[src/rtl/bus_target_decoder.sv]
// Bus responder: latches one master request, forwards it to one of four targets and returns a registered ready.
// Optional dead-target timeout is enabled by defining BUS_TARGET_TIMEOUT_EN.
module bus_target_decoder #(
  parameter int unsigned SEL_LSB        = 28,
  parameter int unsigned TIMEOUT_CYCLES = 255,
  parameter logic [31:0] ERROR_RDATA    = 32'hDEADBEEF
) (
  input  logic          i_clock,
  input  logic          i_reset_n,
  input  logic          i_bus_rw,
  input  logic          i_bus_request,
  output logic          o_bus_ready,
  input  logic [31:0]   i_bus_address,
  output logic [31:0]   o_bus_rdata,
  input  logic [31:0]   i_bus_wdata,
  output logic          o_bus_error,
  output logic [3:0]    o_t_request,
  output logic          o_t_rw,
  output logic [31:0]   o_t_address,
  output logic [31:0]   o_t_wdata,
  input  logic [3:0]    i_t_ready,
  input  logic [127:0]  i_t_rdata
);

  typedef enum logic [1:0] {
    ST_IDLE   = 2'd0,
    ST_ACCESS = 2'd1,
    ST_DONE   = 2'd2
  } state_t;

  localparam logic [15:0] TIMER_LAST = 16'(TIMEOUT_CYCLES - 32'd1);

  state_t        state_r, state_nxt_s;
  logic [1:0]    sel_r, sel_nxt_s;
  logic          ready_r, ready_nxt_s;
  logic          error_r, error_nxt_s;
  logic [31:0]   rdata_r, rdata_nxt_s;
  logic [3:0]    t_request_r, t_request_nxt_s;
  logic          t_rw_r, t_rw_nxt_s;
  logic [31:0]   t_address_r, t_address_nxt_s;
  logic [31:0]   t_wdata_r, t_wdata_nxt_s;
  logic          sel_ready_s;
  logic [6:0]    lane_base_s;
  logic [31:0]   sel_rdata_s;
  logic          timeout_s;

  assign sel_ready_s = i_t_ready[sel_r];
  assign lane_base_s = {sel_r, 5'd0};
  assign sel_rdata_s = i_t_rdata[lane_base_s +: 32];

`ifdef BUS_TARGET_TIMEOUT_EN
  logic [15:0] timer_r;

  assign timeout_s = (timer_r == TIMER_LAST);

  // Access-cycle timer: cleared on acceptance, counts ACCESS cycles without target ready.
  always_ff @(posedge i_clock or negedge i_reset_n) begin
    if (!i_reset_n) begin
      timer_r <= 16'd0;
    end else if ((state_r == ST_IDLE) && i_bus_request) begin
      timer_r <= 16'd0;
    end else if ((state_r == ST_ACCESS) && !sel_ready_s) begin
      timer_r <= timer_r + 16'd1;
    end else begin
      timer_r <= timer_r;
    end
  end
`else
  logic cfg_unused_s;

  assign timeout_s    = 1'b0;
  assign cfg_unused_s = ^TIMER_LAST;
`endif

  // State and registered-output storage.
  always_ff @(posedge i_clock or negedge i_reset_n) begin
    if (!i_reset_n) begin
      state_r     <= ST_IDLE;
      sel_r       <= 2'd0;
      ready_r     <= 1'b0;
      error_r     <= 1'b0;
      rdata_r     <= 32'd0;
      t_request_r <= 4'd0;
      t_rw_r      <= 1'b0;
      t_address_r <= 32'd0;
      t_wdata_r   <= 32'd0;
    end else begin
      state_r     <= state_nxt_s;
      sel_r       <= sel_nxt_s;
      ready_r     <= ready_nxt_s;
      error_r     <= error_nxt_s;
      rdata_r     <= rdata_nxt_s;
      t_request_r <= t_request_nxt_s;
      t_rw_r      <= t_rw_nxt_s;
      t_address_r <= t_address_nxt_s;
      t_wdata_r   <= t_wdata_nxt_s;
    end
  end

  // Next-state decode.
  always_comb begin
    state_nxt_s = state_r;
    case (state_r)
      ST_IDLE: begin
        if (i_bus_request) begin
          state_nxt_s = ST_ACCESS;
        end else begin
          state_nxt_s = ST_IDLE;
        end
      end
      ST_ACCESS: begin
        if (sel_ready_s || timeout_s) begin
          state_nxt_s = ST_DONE;
        end else begin
          state_nxt_s = ST_ACCESS;
        end
      end
      ST_DONE: state_nxt_s = ST_IDLE;
      default: state_nxt_s = ST_IDLE;
    endcase
  end

  // Next values of the registered outputs; ready takes priority over timeout.
  always_comb begin
    sel_nxt_s       = sel_r;
    ready_nxt_s     = ready_r;
    error_nxt_s     = error_r;
    rdata_nxt_s     = rdata_r;
    t_request_nxt_s = t_request_r;
    t_rw_nxt_s      = t_rw_r;
    t_address_nxt_s = t_address_r;
    t_wdata_nxt_s   = t_wdata_r;
    case (state_r)
      ST_IDLE: begin
        if (i_bus_request) begin
          sel_nxt_s       = i_bus_address[SEL_LSB +: 2];
          t_request_nxt_s = 4'b0001 << i_bus_address[SEL_LSB +: 2];
          t_rw_nxt_s      = i_bus_rw;
          t_address_nxt_s = i_bus_address;
          t_wdata_nxt_s   = i_bus_wdata;
        end else begin
          t_request_nxt_s = 4'd0;
        end
      end
      ST_ACCESS: begin
        if (sel_ready_s) begin
          t_request_nxt_s = 4'd0;
          ready_nxt_s     = 1'b1;
          rdata_nxt_s     = t_rw_r ? 32'd0 : sel_rdata_s;
        end else if (timeout_s) begin
          t_request_nxt_s = 4'd0;
          ready_nxt_s     = 1'b1;
          error_nxt_s     = 1'b1;
          rdata_nxt_s     = t_rw_r ? 32'd0 : ERROR_RDATA;
        end else begin
          ready_nxt_s     = 1'b0;
        end
      end
      ST_DONE: begin
        ready_nxt_s = 1'b0;
        error_nxt_s = 1'b0;
      end
      default: begin
        ready_nxt_s     = 1'b0;
        error_nxt_s     = 1'b0;
        t_request_nxt_s = 4'd0;
      end
    endcase
  end

  assign o_bus_ready = ready_r;
  assign o_bus_error = error_r;
  assign o_bus_rdata = rdata_r;
  assign o_t_request = t_request_r;
  assign o_t_rw      = t_rw_r;
  assign o_t_address = t_address_r;
  assign o_t_wdata   = t_wdata_r;

endmodule

[config.mk]
export PLATFORM = sky130hd
export DESIGN_NAME = bus_target_decoder
export DESIGN_NICKNAME = d
export VERILOG_FILES = /design/src/rtl/bus_target_decoder.sv
export SDC_FILE = /design/constraint.sdc
export NUM_CORES = 1
export LEC_CHECK = 0
export ABC_AREA = 0
export CAP_MARGIN = 20
export CORE_MARGIN = 2
export CORE_UTILIZATION = 37
export DETAILED_ROUTE_END_ITERATION = 6
export GPL_TIMING_DRIVEN = 0
export PLACE_DENSITY = 0.83
export RECOVER_POWER = 100
export SYNTH_ARGS = -nofsm -noshare
export SYNTH_HDL_FRONTEND = slang
export SYNTH_SLANG_ARGS = --single-unit
[constraint.sdc]
create_clock -name i_clock -period 1.95 [get_ports i_clock]
set_input_delay 0.585 -clock i_clock [delete_from_list [all_inputs] [get_ports i_clock]]
set_output_delay 0.585 -clock i_clock [all_outputs]
set_load 0.02 [all_outputs]
* Word-level counts from Yosys, hierarchy flattened
Index checks and enable logic that the tools add are counted.
W data, S select, Z words.
** Storage, ports and cells
- Flip-flop bits (word level) :: 106
- Output and inout bits :: 103
** Operators by class
- $lt $le $gt $ge :: 1
- Equality and inequality tests :: 3
- Shift operators :: 2
- Mux-type cells :: 11
- Bitwise logic cells :: 1
- Reductions and logical operators :: 4
** Operators with widths (number)
- $shiftx A128 B8 Y32 :: 1
- $mux W32 :: 1
- $pmux W4 S3 :: 1
- $mux W4 :: 2
- $reduce_and A2 Y1 :: 3
- $pmux W2 S2 :: 1
- $shl A1 B2 Y4 const A :: 1
- $lt A2 B3 Y1 const B :: 1
- $mux W1 :: 3
- $bmux W1 S2 :: 1
- $eq A2 B1 Y1 const B :: 1
- $eq A2 B2 Y1 const B :: 1
- $logic_not A2 Y1 :: 1
- $mux W2 :: 1
- $ne A2 B2 Y1 const B :: 1
- $pmux W1 S2 :: 1
- $not A1 Y1 :: 1

* Logic depth before layout (Yosys ltp)
Gate-level depths: netlist of run 1.
- Word-level depth :: 4
- Gate-level depth with buffers :: 6
- Gate-level depth less buffers :: 3

* Least setup slack after synthesis of run 1
Ideal clock, no wire load.
- Kind :: in2reg
- From :: in i_t_ready[3]
- To :: reg rdata_r[0] (netlist: o_bus_rdata[0])
- Setup time :: 0.128 ns
- Arrival :: 1.744 ns
- Required time :: 1.822 ns
- Setup slack :: 0.078 ns
- Cell stages on the path :: 4
- Buffers on the path :: 1
- Cell sequence :: mux4_2 > nand3b_2 > buf_4 > mux2_1
** On the way
- Longest elaborated chain between the ends :: 3
** RTL lines
- start: declaration :: RTL line 21 : input logic [3:0] i_t_ready,
- $bmux W1 S2 :: RTL line 47 : assign sel_ready_s = i_t_ready[sel_r];
- $mux W1 (implied by the code) :: RTL line 47
- $reduce_and A2 Y1 (no source line)
- end signal: assignment :: RTL line 92 : rdata_r <= rdata_nxt_s;
- end: declaration :: RTL line 37 : logic [31:0] rdata_r, rdata_nxt_s;
Every way passes these cells. The select of a mux whose other input is x is not followed.
A chain may end at the register's enable or synchronous reset.

* Worst setup path after layout of run 1
- From :: in i_t_ready[3]
- To :: reg rdata_r[25] (netlist: o_bus_rdata[25])
Same word-level chain as after synthesis.

==> run metrics, run 1 <==
die area 14000 um2; Die Wd 118 um; type of origin of the critical path input port; WP buf/inv 2; Crit Path Class in2reg; TritonCTS clock tree yes; Root Driver clkbuf_16; final instance area 8380 um2; cell area after placement 8090 um2; P per Cell Area 1510 nW/um2; fill count 1015; Final Non-Filler Cells 976; post-route ant nets 0; clk_lat worst skew 0.34 ns; Die H 118 um; maximum fanout along the worst path 10; critical path launch point i_t_ready[3]; initial DRC count 209; worst endpoint required time 2.17 ns; number of global-route vias before repair 4994; GRT overflow 0; Initial Utilization 38.2%; initial antenna violation count 1; std cell rows 41; Final GP Congestion 0.915; Tmin final 1.95 ns; sequential share of power 29.5%; num ports 303; cell count after placement 955; setup ws final 0.00198 ns; detailed-route via count 4762; Internal 7470 uW; Power Total 12600 uW; VDD IR max 0.764 mV; clk slew on worst S/H paths 0.07 ns; max_slew headroom 22.9%; Total Wirelength 17600 um; Slew Viols, Final 0; status finished clean; crit path cell chain clkdlybuf4s50_1, mux4_2, nand3b_4, buf_8, mux2_1; Final Hold Viols 0; synthesized flop and latch total 104; synth warn 0; combinational power share 56.2%; Tcrit/Tclk final 99.9%; critical path arrival 2.16 ns; DP Worst Slack -0.674 ns; cell count after synthesis 481; Synth area leaders dfrtp_1 (54%), nand2_1 (15%), mux2i_1 (13%); clock share of power 14.4%; launching point of the worst reg2reg path sel_r[0]$_DFFE_PN0P_; Leak Pwr 0.00402 uW; MaxCap Viol Count 0; Setup-failing EPs final 0; Worst Hold Class in2async; global-route wire length before repair 27200 um; grt met1 use 27.0%; Slowest-stage cell, CP mux4_2; GR Util met3 8.20%; Post-CTS Hold Buffers 0; Fin Hold WS 0.454 ns; CTS max path bufs 2; IO buf count 301; worst-margin pin slew 1.16 ns; syn_area_per_cell 10.1 um2; Peak Freq 513 MHz; Mapped Nets 681; area grow syn2layout 73.3%; DRC 0; largest net degree at the start of global routing 61; clock sink count 104; GR Util met2 43.7%; sequential area share after synthesis 53.8%; Wirelength per Cell 18.1 um; Netlist Area Pre-Place 4830 um2; maximum single-stage delay on the critical path 0.53 ns; Unique masters post-synth 25; Num CTS Buffers 9; Detailed Place HPWL 14000 um; Psw 5150 uW; NumNets Final 998; RSZ-0062 raised after global routing true; Worst Setup End Kind flop; H-tree depth 3; sw frac 40.8%; clk_skew 0.00839 ns; layout cells sized above 1 6.60%; post-synth top area share 53.8%; Total GRT Usage 25.0%; Yosys top cell by area dfrtp_1; GRT Max-Usage Layer met2; Via density 4.88; drt pass-1 iters 4; delay-heaviest family, CP multiplexers; core area 12700 um2
[layer usage]
layer  vias to the layer above  share of wire (%)
met5                         -                  0
met2                       218                 50
met1                      2252                 37
met4                         0                4.9
li1                       2240                  -
met3                        52                7.9
[path summary, 6_finish.rpt]
check                      depth (start not counted)  slack (ns)                     endpoint
min in group i_clock                               2        0.48  o_t_address[31]$_DFFE_PN0P_
max in group asynchronous                          2        0.38  o_t_address[18]$_DFFE_PN0P_
hold / removal                                     1        0.45  o_bus_rdata[27]$_DFFE_PN0P_
setup reg to reg                                   4        0.12  o_bus_rdata[25]$_DFFE_PN0P_
setup / recovery                                   5       0.002  o_bus_rdata[25]$_DFFE_PN0P_
hold reg to reg                                    2        0.48  o_t_address[31]$_DFFE_PN0P_
[registers in the layout, indices dropped and copies added (netlist names)]
| register | cells |
|---|---|
| o_bus_ready | 1 |
| state_r | 2 |
| o_bus_rdata | 32 |
| sel_r | 1 |
| o_t_wdata | 32 |
| o_t_request | 4 |
| o_t_rw | 1 |
| o_t_address | 31 |
[synth_stat cells]
| library cell | number |
|---|---|
| or2_1 | 1 |
| buf_2 | 10 |
| nor3b_1 | 1 |
| nor2_1 | 4 |
| mux2_2 | 2 |
| a21o_1 | 1 |
| mux2i_1 | 64 |
| nand2_1 | 195 |
| buf_4 | 4 |
| buf_1 | 2 |
| mux4_2 | 1 |
| o2bb2ai_1 | 1 |
| o22ai_1 | 32 |
| conb_1 | 1 |
| a32o_1 | 1 |
| o21ai_1 | 2 |
| mux2_1 | 30 |
| nand2b_1 | 3 |
| a22o_1 | 1 |
| nor3_1 | 1 |
| dfrtp_1 | 104 |
| nand3b_2 | 1 |
| or3b_1 | 1 |
| inv_2 | 1 |
| clkbuf_1 | 17 |
[area by class of cell]
class | instances | area [um2] | area share [%]
flip-flops and latches | 104 | 2600 | 31.1
diodes | 1 | 2.50 | 0.0299
inverters | 1 | 3.75 | 0.0448
well taps | 172 | 215 | 2.57
clock buffers | 12 | 246 | 2.94
multi-input cells | 343 | 2110 | 25.1
repair buffers | 306 | 2930 | 35.0
plain buffers | 33 | 215 | 2.57
clock inverters | 4 | 53.8 | 0.642
[power groups by stage]
| stage | Combinational, uW | Sequential (uW) | Clock (uW) |
|---|---|---|---|
| after detailed placement | 7080 | 3740 | 0 |
| after global placement | 6920 | 3690 | 0 |
| final | 7090 | 3720 | 1810 |
| after CTS | 7190 | 3720 | 1860 |
| after floorplan | 2620 | 4860 | 0 |
| after global routing | 7560 | 3830 | 1960 |
[worst reg2reg max path, cell delays in order, from the launching register on]
cell and delay [ns]:
dfrtp_1 0.46, mux4_2 0.59, nand3b_4 0.17, buf_8 0.17, mux2_1 0.32
[cells in the final DEF (no fill, tap or decap), drive strengths merged, types with 2 or more instances in the layout]
master and instances:
clkdlybuf4s50 279, nand2 195, dfrtp 104, mux2i 64
clkbuf 52, o22ai 32, mux2 32, buf 17
nor2 4, nand2b 3, dlygate4sd2 3, o21ai 2
clkinvlp 2
[cell families after synthesis]
group	after synthesis	synth area share, %
flip-flops	104	53.8
AO/OA/AOI/OAI	38	5.07
other	1	0.0776
multiplexers	97	21.2
buffers and inverters	34	3.21
AND/OR/NAND/NOR	207	16.6
[through the flow]
| stage | utilization, % | TNS, ns |
|---|---|---|
| final | 66.1 | 0 |
| after global routing | 66.1 | -0.144 |
| after CTS | 66.6 | 0 |
| after detailed placement | 63.8 | -48.28 |
| after global placement | 63.6 | -412.70 |
| after floorplan | - | 0 |
[timing repair]
action / CTS / global route
hold endpoints to repair: 0 / 0
setup endpoints to repair: 78 / 81
buffers inserted: 3 / 1
resized for setup: 15 / 47
Note: power is estimated with default switching activity, not from simulation.
==> run 2, diff against run 1 <==
- REMOVE_ABC_BUFFERS: not set -> 1
==> run 2 against run 1 <==
Compared with the run above: critical path depth shrank 1; cell area decreased by 0.10%; via count down 0.40%; highest routed layer unchanged; sequential share of layout area is 0.092 points higher; clock-buffer cell count stayed put; total power up 0.72%; die area is the same; combinational power about the same; global-route usage increased by 0.33 points.
==> run metrics, run 2 (synthesized netlist as in run 1, its figures left out) <==
post-route ant nets 0; Initial Utilization 38.2%; Leak Pwr 0.00406 uW; Crit Path Class reg2reg; detailed-route via count 4743; Total GRT Usage 25.3%; DP Worst Slack -0.853 ns; Peak Freq 519 MHz; status finished clean; fill count 995; final core utilization 66.1%; MaxCap Viol Count 0; worst-margin pin slew 1.28 ns; Power Total 12700 uW; IO buf count 301; die area 14000 um2; Num CTS Buffers 9; num ports 303; Tmin final 1.93 ns; Die Wd 118 um; Slowest-stage cell, CP mux4_2; maximum fanout along the worst path 8; NumNets Final 978; Worst Hold Class reg2reg; maximum single-stage delay on the critical path 0.56 ns; Antenna diodes 0; area grow syn2layout 73.1%; core area 12700 um2; number of global-route vias before repair 5044; setup ws final 0.0248 ns; clock sink count 104; Wirelength per Cell 18.8 um; Via density 4.97; most frequent cells in the layout clkdlybuf4s50_1 (264), nand2_1 (195), dfrtp_1 (102); cell area after placement 8050 um2; max_slew headroom 14.7%; clk_skew 0.00874 ns; critical path arrival 2.14 ns; Final Hold Viols 0; Final GP Congestion 0.913; GRT overflow 0; drt pass-1 iters 4; worst endpoint required time 2.16 ns; std cell rows 41; setup_tns 0 ns; Worst Setup End Kind flop; Slew Viols, Final 0; crit path cell chain mux4_2, buf_12, nand3b_4, mux2_1; Detailed Place HPWL 13000 um; initial DRC count 148; Setup-failing EPs final 0; commonest non-fill, non-tap cell in the layout clkdlybuf4s50_1; layout cells sized above 1 6.01%; Total Wirelength 17900 um; type of origin of the critical path flop; RSZ-0062 raised after global routing true; CTS max path bufs 2; DRC 0; H-tree depth 3; global-route wire length before repair 27700 um; Post-CTS Hold Buffers 0; TritonCTS clock tree yes; P per Cell Area 1520 nW/um2; clk_lat worst skew 0.34 ns; clk slew on worst S/H paths 0.07 ns; Root Driver clkbuf_16; final instance area 8370 um2; VDD IR max 0.664 mV; Tcrit/Tclk final 98.7%; initial antenna violation count 0; largest net degree at the start of global routing 56; Die H 118 um
[run 2: final cells by class]
class	count	area [um2]	area share, %
Clock inverter	3	42.5	0.508
Sequential cell	104	2610	31.2
Clock buffer	12	246	2.95
Timing Repair Buffer	314	3050	36.4
Inverter	1	3.75	0.0448
Tap cell	172	215	2.57
Multi-Input combinational cell	348	2210	26.4
[run 2: worst max-delay path: cells and delay by family (launching register included)]
kind / cells / cell delay, ns
DFF: 1 / 0.54
muxes: 2 / 0.91
and+or+nand+nor: 1 / 0.17
buffers and inverters: 1 / 0.17
[run 2: final timing paths]
path	cells past startpoint	start	end	slack, ns
max	4	sel_r[0]$_DFFE_PN0P_	o_bus_rdata[7]$_DFFE_PN0P_	0.02
min	2	o_t_address[4]$_DFFE_PN0P_	o_t_address[4]$_DFFE_PN0P_	0.47
max reg2reg	4	sel_r[0]$_DFFE_PN0P_	o_bus_rdata[7]$_DFFE_PN0P_	0.02
min reg2reg	2	o_t_address[4]$_DFFE_PN0P_	o_t_address[4]$_DFFE_PN0P_	0.47
max in group asynchronous	2	i_reset_n	o_t_address[5]$_DFFE_PN0P_	0.34
min in group asynchronous	1	i_reset_n	o_bus_rdata[10]$_DFFE_PN0P_	0.49
[run 2: per-layer routing]
layer  track usage (%)  vias up  wire, um
met2              43.9      236      9250
met5                 0        -         0
met4              9.49        0       378
met3              8.40       23      1540
met1              28.8     2278      6730
li1                  -     2206         -
[run 2: report_power, final]
group          switching [uW]  total, uW  internal (uW)
logic                    3830       7120           3290
registers                 662       3820           3150
clock network             754       1780           1020
[run 2: repair_timing]
item / 4_1_cts / 5_1_grt
endpoints found under the setup margin: 79 / 52
buffers inserted: 2 / 1
resized for setup: 23 / 29
cloned: 5 / 2
[run 2: metrics by stage]
step / std cells / hold WS [ns]
detailed placement: 929 / 0.462
floorplan: 448 / 0.289
finish: 954 / 0.475
global route: 954 / 0.501
CTS: 951 / 0.287
global placement: 921 / 0.457
